===== src/rtl/mem_byte_ctrl_if.sv =====
// mem_byte_ctrl_if: CPU-side request/response signals and the byte-wide RAM
// port of mem_byte_ctrl. The master modport is the requester/RAM side, the
// slave modport is the controller.
interface mem_byte_ctrl_if #(
    parameter int LEN        = 32,
    parameter int ADDR_WIDTH = 17
);
    logic                  inst_req;
    logic [LEN-1:0]        inst_addr;
    logic                  data_req;
    logic                  data_we;
    logic [1:0]            data_size;
    logic                  data_sext;
    logic [LEN-1:0]        data_addr;
    logic [LEN-1:0]        data_wdata;
    logic [7:0]            ram_din;
    logic [ADDR_WIDTH-1:0] ram_addr;
    logic [7:0]            ram_dout;
    logic                  ram_wr;
    logic [LEN-1:0]        inst_out;
    logic                  inst_valid;
    logic [LEN-1:0]        data_out;
    logic                  data_valid;
    logic                  busy;

    modport master (
        output inst_req, inst_addr, data_req, data_we, data_size, data_sext,
               data_addr, data_wdata, ram_din,
        input  ram_addr, ram_dout, ram_wr, inst_out, inst_valid, data_out,
               data_valid, busy
    );

    modport slave (
        input  inst_req, inst_addr, data_req, data_we, data_size, data_sext,
               data_addr, data_wdata, ram_din,
        output ram_addr, ram_dout, ram_wr, inst_out, inst_valid, data_out,
               data_valid, busy
    );
endinterface


===== src/rtl/mem_byte_ctrl.sv =====
// mem_byte_ctrl: serves one fetch or load/store at a time as a byte-serial
// transaction on an 8-bit synchronous RAM (read data one cycle after address).
// Data requests win over fetches. Optional macro MEM_LAST_INST_EN adds a
// one-entry last-fetch buffer that lets a repeated fetch skip the RAM.
//
// state | meaning
// IDLE  | waiting for a request (sampled only when rdy_in=1)
// RD    | issuing read addresses and collecting bytes little-endian
// WR    | issuing write strobes, one byte per cycle
// DONE  | one-cycle valid pulse, then back to IDLE
module mem_byte_ctrl #(
    parameter int LEN        = 32,
    parameter int ADDR_WIDTH = 17
) (
    input logic             clk,
    input logic             rst,
    input logic             rdy_in,
    mem_byte_ctrl_if.slave  bus
);
    localparam logic [1:0] IDLE = 2'd0;
    localparam logic [1:0] RD   = 2'd1;
    localparam logic [1:0] WR   = 2'd2;
    localparam logic [1:0] DONE = 2'd3;

    logic [1:0]            state;
    logic [2:0]            cnt;
    logic [2:0]            nbytes;
    logic                  is_inst;
    logic                  sext;
    logic [ADDR_WIDTH-1:0] addr;
    logic [3:0][7:0]       wbytes;
    logic [3:0][7:0]       rbytes;
    logic [LEN-1:0]        inst_q;
    logic [LEN-1:0]        data_q;
    logic [2:0]            lane;
    logic                  active;
`ifdef MEM_LAST_INST_EN
    logic [LEN-1:0]        fetch_tag;
    logic [LEN-1:0]        lb_tag;
    logic [LEN-1:0]        lb_data;
    logic                  lb_valid;
`endif

    function automatic logic [LEN-1:0] extend(input logic [31:0] r,
                                              input logic [2:0] n,
                                              input logic s);
        case (n)
            3'd1:    extend = {{(LEN-8){s & r[7]}}, r[7:0]};
            3'd2:    extend = {{(LEN-16){s & r[15]}}, r[15:0]};
            default: extend = LEN'(r);
        endcase
    endfunction

    assign lane = cnt - 3'd1;

    // Sequencer: request acceptance, byte counting, capture and result update.
    always_ff @(posedge clk or posedge rst) begin
        if (rst) begin
            state   <= IDLE;
            cnt     <= '0;
            nbytes  <= '0;
            is_inst <= 1'b0;
            sext    <= 1'b0;
            addr    <= '0;
            wbytes  <= '0;
            rbytes  <= '0;
            inst_q  <= '0;
            data_q  <= '0;
`ifdef MEM_LAST_INST_EN
            fetch_tag <= '0;
            lb_tag    <= '0;
            lb_data   <= '0;
            lb_valid  <= 1'b0;
`endif
        end else begin
            case (state)
                IDLE: begin
                    cnt <= '0;
                    if (rdy_in && bus.data_req) begin
                        is_inst <= 1'b0;
                        sext    <= bus.data_sext;
                        addr    <= bus.data_addr[ADDR_WIDTH-1:0];
                        wbytes  <= bus.data_wdata[31:0];
                        case (bus.data_size)
                            2'd0:    nbytes <= 3'd1;
                            2'd1:    nbytes <= 3'd2;
                            default: nbytes <= 3'd4;
                        endcase
                        state <= bus.data_we ? WR : RD;
`ifdef MEM_LAST_INST_EN
                        if (bus.data_we) lb_valid <= 1'b0;
`endif
                    end else if (rdy_in && bus.inst_req) begin
                        is_inst <= 1'b1;
                        sext    <= 1'b0;
                        addr    <= bus.inst_addr[ADDR_WIDTH-1:0];
                        nbytes  <= 3'd4;
`ifdef MEM_LAST_INST_EN
                        fetch_tag <= bus.inst_addr;
                        if (lb_valid && lb_tag == bus.inst_addr) begin
                            inst_q <= lb_data;
                            state  <= DONE;
                        end else begin
                            state  <= RD;
                        end
`else
                        state <= RD;
`endif
                    end
                end
                RD: begin
                    if (!rdy_in) begin
                        // a stall invalidates the in-flight byte stream; start over
                        cnt <= '0;
                    end else if (cnt == nbytes + 3'd1) begin
                        state <= DONE;
                        if (is_inst) begin
                            inst_q <= extend(rbytes, nbytes, 1'b0);
`ifdef MEM_LAST_INST_EN
                            lb_tag   <= fetch_tag;
                            lb_data  <= extend(rbytes, nbytes, 1'b0);
                            lb_valid <= 1'b1;
`endif
                        end else begin
                            data_q <= extend(rbytes, nbytes, sext);
                        end
                    end else begin
                        if (cnt != 3'd0) rbytes[lane[1:0]] <= bus.ram_din;
                        cnt <= cnt + 3'd1;
                    end
                end
                WR: begin
                    if (rdy_in) begin
                        if (cnt == nbytes) state <= DONE;
                        else               cnt   <= cnt + 3'd1;
                    end
                end
                default: begin
                    state <= IDLE;
                    cnt   <= '0;
                end
            endcase
        end
    end

    // RAM port, valid pulses and busy decoded from the current state.
    always_comb begin
        active         = (state == RD || state == WR) && (cnt < nbytes);
        bus.busy       = (state != IDLE);
        bus.inst_valid = (state == DONE) && is_inst;
        bus.data_valid = (state == DONE) && !is_inst;
        bus.ram_addr   = active ? addr + ADDR_WIDTH'(cnt) : '0;
        bus.ram_wr     = active && (state == WR) && rdy_in;
        bus.ram_dout   = bus.ram_wr ? wbytes[cnt[1:0]] : 8'h00;
        bus.inst_out   = inst_q;
        bus.data_out   = data_q;
    end
endmodule


===== src/flat_wrapper.sv =====
// flat-port wrapper written by rule: the top's interface ports become plain ports
module mem_byte_ctrl_flat 
#(
    parameter int LEN        = 32,
    parameter int ADDR_WIDTH = 17
)
  (clk, rst, rdy_in, bus_inst_req, bus_inst_addr, bus_data_req, bus_data_we, bus_data_size, bus_data_sext, bus_data_addr, bus_data_wdata, bus_ram_din, bus_ram_addr, bus_ram_dout, bus_ram_wr, bus_inst_out, bus_inst_valid, bus_data_out, bus_data_valid, bus_busy);
  mem_byte_ctrl_if #(.LEN(LEN), .ADDR_WIDTH(ADDR_WIDTH)) bus_i ();
  input logic clk;
  input logic rst;
  input logic rdy_in;
  input wire logic [$bits(bus_i.inst_req)-1:0] bus_inst_req;
  input wire logic [$bits(bus_i.inst_addr)-1:0] bus_inst_addr;
  input wire logic [$bits(bus_i.data_req)-1:0] bus_data_req;
  input wire logic [$bits(bus_i.data_we)-1:0] bus_data_we;
  input wire logic [$bits(bus_i.data_size)-1:0] bus_data_size;
  input wire logic [$bits(bus_i.data_sext)-1:0] bus_data_sext;
  input wire logic [$bits(bus_i.data_addr)-1:0] bus_data_addr;
  input wire logic [$bits(bus_i.data_wdata)-1:0] bus_data_wdata;
  input wire logic [$bits(bus_i.ram_din)-1:0] bus_ram_din;
  output wire logic [$bits(bus_i.ram_addr)-1:0] bus_ram_addr;
  output wire logic [$bits(bus_i.ram_dout)-1:0] bus_ram_dout;
  output wire logic [$bits(bus_i.ram_wr)-1:0] bus_ram_wr;
  output wire logic [$bits(bus_i.inst_out)-1:0] bus_inst_out;
  output wire logic [$bits(bus_i.inst_valid)-1:0] bus_inst_valid;
  output wire logic [$bits(bus_i.data_out)-1:0] bus_data_out;
  output wire logic [$bits(bus_i.data_valid)-1:0] bus_data_valid;
  output wire logic [$bits(bus_i.busy)-1:0] bus_busy;
  assign bus_i.inst_req = bus_inst_req;
  assign bus_i.inst_addr = bus_inst_addr;
  assign bus_i.data_req = bus_data_req;
  assign bus_i.data_we = bus_data_we;
  assign bus_i.data_size = bus_data_size;
  assign bus_i.data_sext = bus_data_sext;
  assign bus_i.data_addr = bus_data_addr;
  assign bus_i.data_wdata = bus_data_wdata;
  assign bus_i.ram_din = bus_ram_din;
  assign bus_ram_addr = bus_i.ram_addr;
  assign bus_ram_dout = bus_i.ram_dout;
  assign bus_ram_wr = bus_i.ram_wr;
  assign bus_inst_out = bus_i.inst_out;
  assign bus_inst_valid = bus_i.inst_valid;
  assign bus_data_out = bus_i.data_out;
  assign bus_data_valid = bus_i.data_valid;
  assign bus_busy = bus_i.busy;
  mem_byte_ctrl #(.LEN(LEN), .ADDR_WIDTH(ADDR_WIDTH)) u_core (.clk(clk), .rst(rst), .rdy_in(rdy_in), .bus(bus_i));
endmodule

===== config.mk =====
export PLATFORM = sky130hd
export DESIGN_NAME = mem_byte_ctrl_flat
export DESIGN_NICKNAME = d
export VERILOG_FILES = /design/src/rtl/mem_byte_ctrl_if.sv /design/src/rtl/mem_byte_ctrl.sv /design/src/flat_wrapper.sv
export SDC_FILE = /design/constraint.sdc
export NUM_CORES = 1
export LEC_CHECK = 0
export ABC_CLOCK_PERIOD_IN_PS = 5300
export CAP_MARGIN = 20
export CORE_UTILIZATION = 44
export DETAILED_ROUTE_END_ITERATION = 16
export HOLD_SLACK_MARGIN = 0.12
export PLACE_DENSITY = 0.89
export RECOVER_POWER = 25
export SETUP_SLACK_MARGIN = 0.5
export SLEW_MARGIN = 5
export SYNTH_ARGS = -nofsm -noshare
export SYNTH_HDL_FRONTEND = slang
export SYNTH_SLANG_ARGS = --single-unit

===== constraint.sdc =====
create_clock -name clk -period 5.3 [get_ports clk]
set_input_delay 1.06 -clock clk [delete_from_list [all_inputs] [get_ports clk]]
set_output_delay 1.06 -clock clk [all_outputs]
set_load 0.02 [all_outputs]

==> qor.txt <==
Clk_lat worst skew -> 430 ps
Fmax -> 231.8 MHz
RePlAce Congestion -> 0.8084
Initial Util -> 45.57%
HPWL after DPL -> 12800 microns
GRT overflow -> 0
Crit. Startpoint -> u_core.addr[0]$_DFFE_PP0P_
Setup slack, reg-to-reg -> 2460 ps
Startpoint type of the worst setup path -> register
Final Hold Vio Count -> 0
Crit-path slowest cell -> clkdlybuf4s50_1
Die span in x -> 131.0 microns
Clk buf depth -> 2
Die area -> 17150 sq um
Synth warn -> 0
Top FF cell, synth -> dfrtp_1
Final setup TNS -> 0 ps
Global-route wire length before repair -> 29840 microns
LEAKAGE -> 4.324 nW
# DRC -> 0
Antenna viol nets, final -> 0
Num CTS Buffers -> 17
Row Count -> 46
CTS Sinks -> 155
Share of layout cells above drive strength 1 -> 17.14%
Hold Path Class -> register to register
Top layer in use -> met4
Largest net degree at the start of global routing -> 110
Placed cell area -> 9273 sq um
Area contributors post-synth -> dfrtp_1 (53%), mux2_2 (12%), a31oi_1 (4.1%)
CP arrival -> 3250 ps
Yosys reg bits -> 155
R2R depth -> 8
Routed met1 length -> 7699 microns
Setup CP Type -> register to output port
Via Count -> 5712
CP top delay family -> simple AND/OR/NAND/NOR gates
Top-count cell post-synth -> dfrtp_1
Port bufs -> 175
Synthesized instance count -> 621
Final worst-path cycle share -> 81.40%
Total Routed Length -> 18680 microns
CP max stage delay -> 630 ps
Final Cell Area -> 9921 sq um
DRT iter0 DRCs -> 401
Core area -> 16060 sq um
Rel. slew slack -> -37.51%
Seq/Total Area, Yosys -> 53.00%
Max Cap Viol -> 1
Failing checks -> max-capacitance violations, max-slew violations
WHS Endpoint -> u_core.bus.data_out[0]$_DFFE_PP0P_
Routed length on met2 -> 9127 microns
Synth cell count leaders -> dfrtp_1 (155), mux2_2 (78), nand2_1 (54), a31oi_1 (48), o21ai_0 (46)
Drt wl/cell -> 18.30 microns
Vias per cell -> 5.595
Nets -> 925
Critical path buffers and inverters -> 2
Ys async rst share -> 100.0%
Crit Path Max Fanout -> 6
Post-synth EDFFs -> 0
Yosys top cell by area -> dfrtp_1
Power Dens Cells -> 487.4 nW/um^2
Initial antenna violation count -> 0
Syn_area_per_cell -> 11.78 sq um
Skew final -> 8.468 ps
Ant diodes -> 0
RR Endpoint -> u_core.bus.data_out[5]$_DFFE_PP0P_
Post-cts sizing count -> 0
Fin. max-slew vios -> 36
Die span in y -> 131.0 microns
CTS tree -> built
DR WL met3 -> 1174 microns
Critical path capture point type -> output port
RSZ-0062 raised after global routing -> false
Final Power -> 0.004835 W
CP cell instances -> ha_1 > inv_1 > fa_1 > nor2b_1 > o2111ai_1 > or3_1 > a21oi_1 > clkdlybuf4s50_1
VDD IR max -> 0.2662 mV
Post-CTS Setup Bufs -> 0
Area growth syn-to-layout -> 35.56%
H-Tree Depth -> 4
Syn_nets -> 754
Mapped Area -> 7318 sq um
Status -> complete, but fails checks
Worst slew pin tran -> 2063 ps
Final worst path period need -> 4314 ps
Pre-Repair DR Iteration Count -> 5
Boundary Pins -> 206
Vias in the first global route -> 5809
R2R Path Start -> u_core.cnt[0]$_DFFE_PP0P_
Worst Hold Launch -> u_core.bus.data_out[0]$_DFFE_PP0P_
CTS hold repair buffers -> 0
Hold path cells -> 1
Area fraction of the dominant cell type after synthesis -> 53.00%
All-Layer GR Usage -> 23.25%
CTS root buf -> clkbuf_16
Critical path required time -> 4240 ps
Post-synth cell types -> 45
Final setup fails -> 0
CTS clock-pin slew for the worst setup and hold paths -> 60 ps
[worst register-to-register path: cells and delay by family (launching register included)]
family                   cells  cell delay, ps
buffers and inverters        4            1050
flip-flops                   1             350
adder cells (fa/ha/maj)      1             360
AND/OR/NAND/NOR              2             580
multiplexers                 1             390
[area by class of cell]
cell class	count	area (sq um)
clock buffers	21	470.5
clock inverters	11	133.9
fillers	1230	6137
inverters	16	61.31
multi-input cells	412	3206
flip-flops and latches	155	3879
well taps	216	270.3
repair buffers	190	1901
[kinds of logic after synthesis]
group                    after synthesis  synth area share, %
flip-flops                           155                53.00
adder cells (fa/ha/maj)               20                3.522
multiplexers                         110                17.83
AO/OA/AOI/OAI                        144                12.17
buffers and inverters                 54                3.197
XOR/XNOR                              13                1.761
AND/OR/NAND/NOR                      125                8.514
[power breakdown]
| group | internal, W | switching, W |
|---|---|---|
| logic | 0.000859 | 0.000958 |
| clock network | 0.000740 | 0.000509 |
| registers | 0.00151 | 0.000258 |
| total | 0.00311 | 0.00172 |
[metrics by stage]
step / std cells / utilization (%) / hold WS (ps) / setup WS [ps]
CTS: 1018 / 61.51 / 494.6 / 1006
detailed placement: 986 / 57.75 / 474.5 / 1078
finish: 1021 / 61.78 / 489.5 / 985.6
global placement: 985 / 57.70 / 477.9 / 1169
global route: 1021 / 61.78 / 516.5 / 765.9
floorplan: 621 / - / 456.3 / 1862
[per-layer routing]
metal	track usage [%]	up-vias
li1	-	2623
met1	29.13	2788
met2	37.47	243
met3	6.067	58
met4	11.43	0
met5	0	-
[sequential cells by signal (all words and copies together), names as in the netlist]
signal and cells:
u_core.is_inst 1, u_core.wbytes 32, u_core.cnt 3, u_core.sext 1, u_core.nbytes 3, u_core.bus.data_out 32, u_core.rbytes 32, u_core.bus.inst_out 32
u_core.state 2, u_core.addr 17
[worst max path at each step]
| stage | slack [ps] | cells after the start | endpoint |
|---|---|---|---|
| floorplan | 1860 | 7 | bus_ram_addr[16] |
| global placement | 1170 | 4 | bus_ram_dout[2] |
| detailed placement | 1080 | 4 | bus_ram_dout[7] |
| CTS | 1010 | 8 | bus_ram_addr[16] |
| global route | 770 | 8 | bus_ram_addr[14] |
| finish | 990 | 8 | bus_ram_addr[16] |
[cells in the final DEF (no fill, tap or decap), drive strengths merged, types with 3 or more instances in the layout]
| cell | instances |
|---|---|
| clkbuf | 22 |
| mux2i | 19 |
| a31oi | 48 |
| xnor2 | 6 |
| mux2 | 83 |
| buf | 14 |
| nand2 | 54 |
| a21oi | 9 |
| nand4 | 5 |
| clkinvlp | 3 |
| inv | 19 |
| o211ai | 3 |
| mux4 | 8 |
| nor2 | 20 |
| xor2 | 6 |
| nand3 | 9 |
| clkinv | 3 |
| nor2b | 13 |
| nor3 | 7 |
| clkdlybuf4s50 | 174 |
| o21ai | 47 |
| o31ai | 25 |
| dfrtp | 155 |
| ha | 19 |
| and3 | 5 |
| or3 | 4 |
| and2 | 4 |
| o2111ai | 3 |
(Power assumes the default switching activity.)
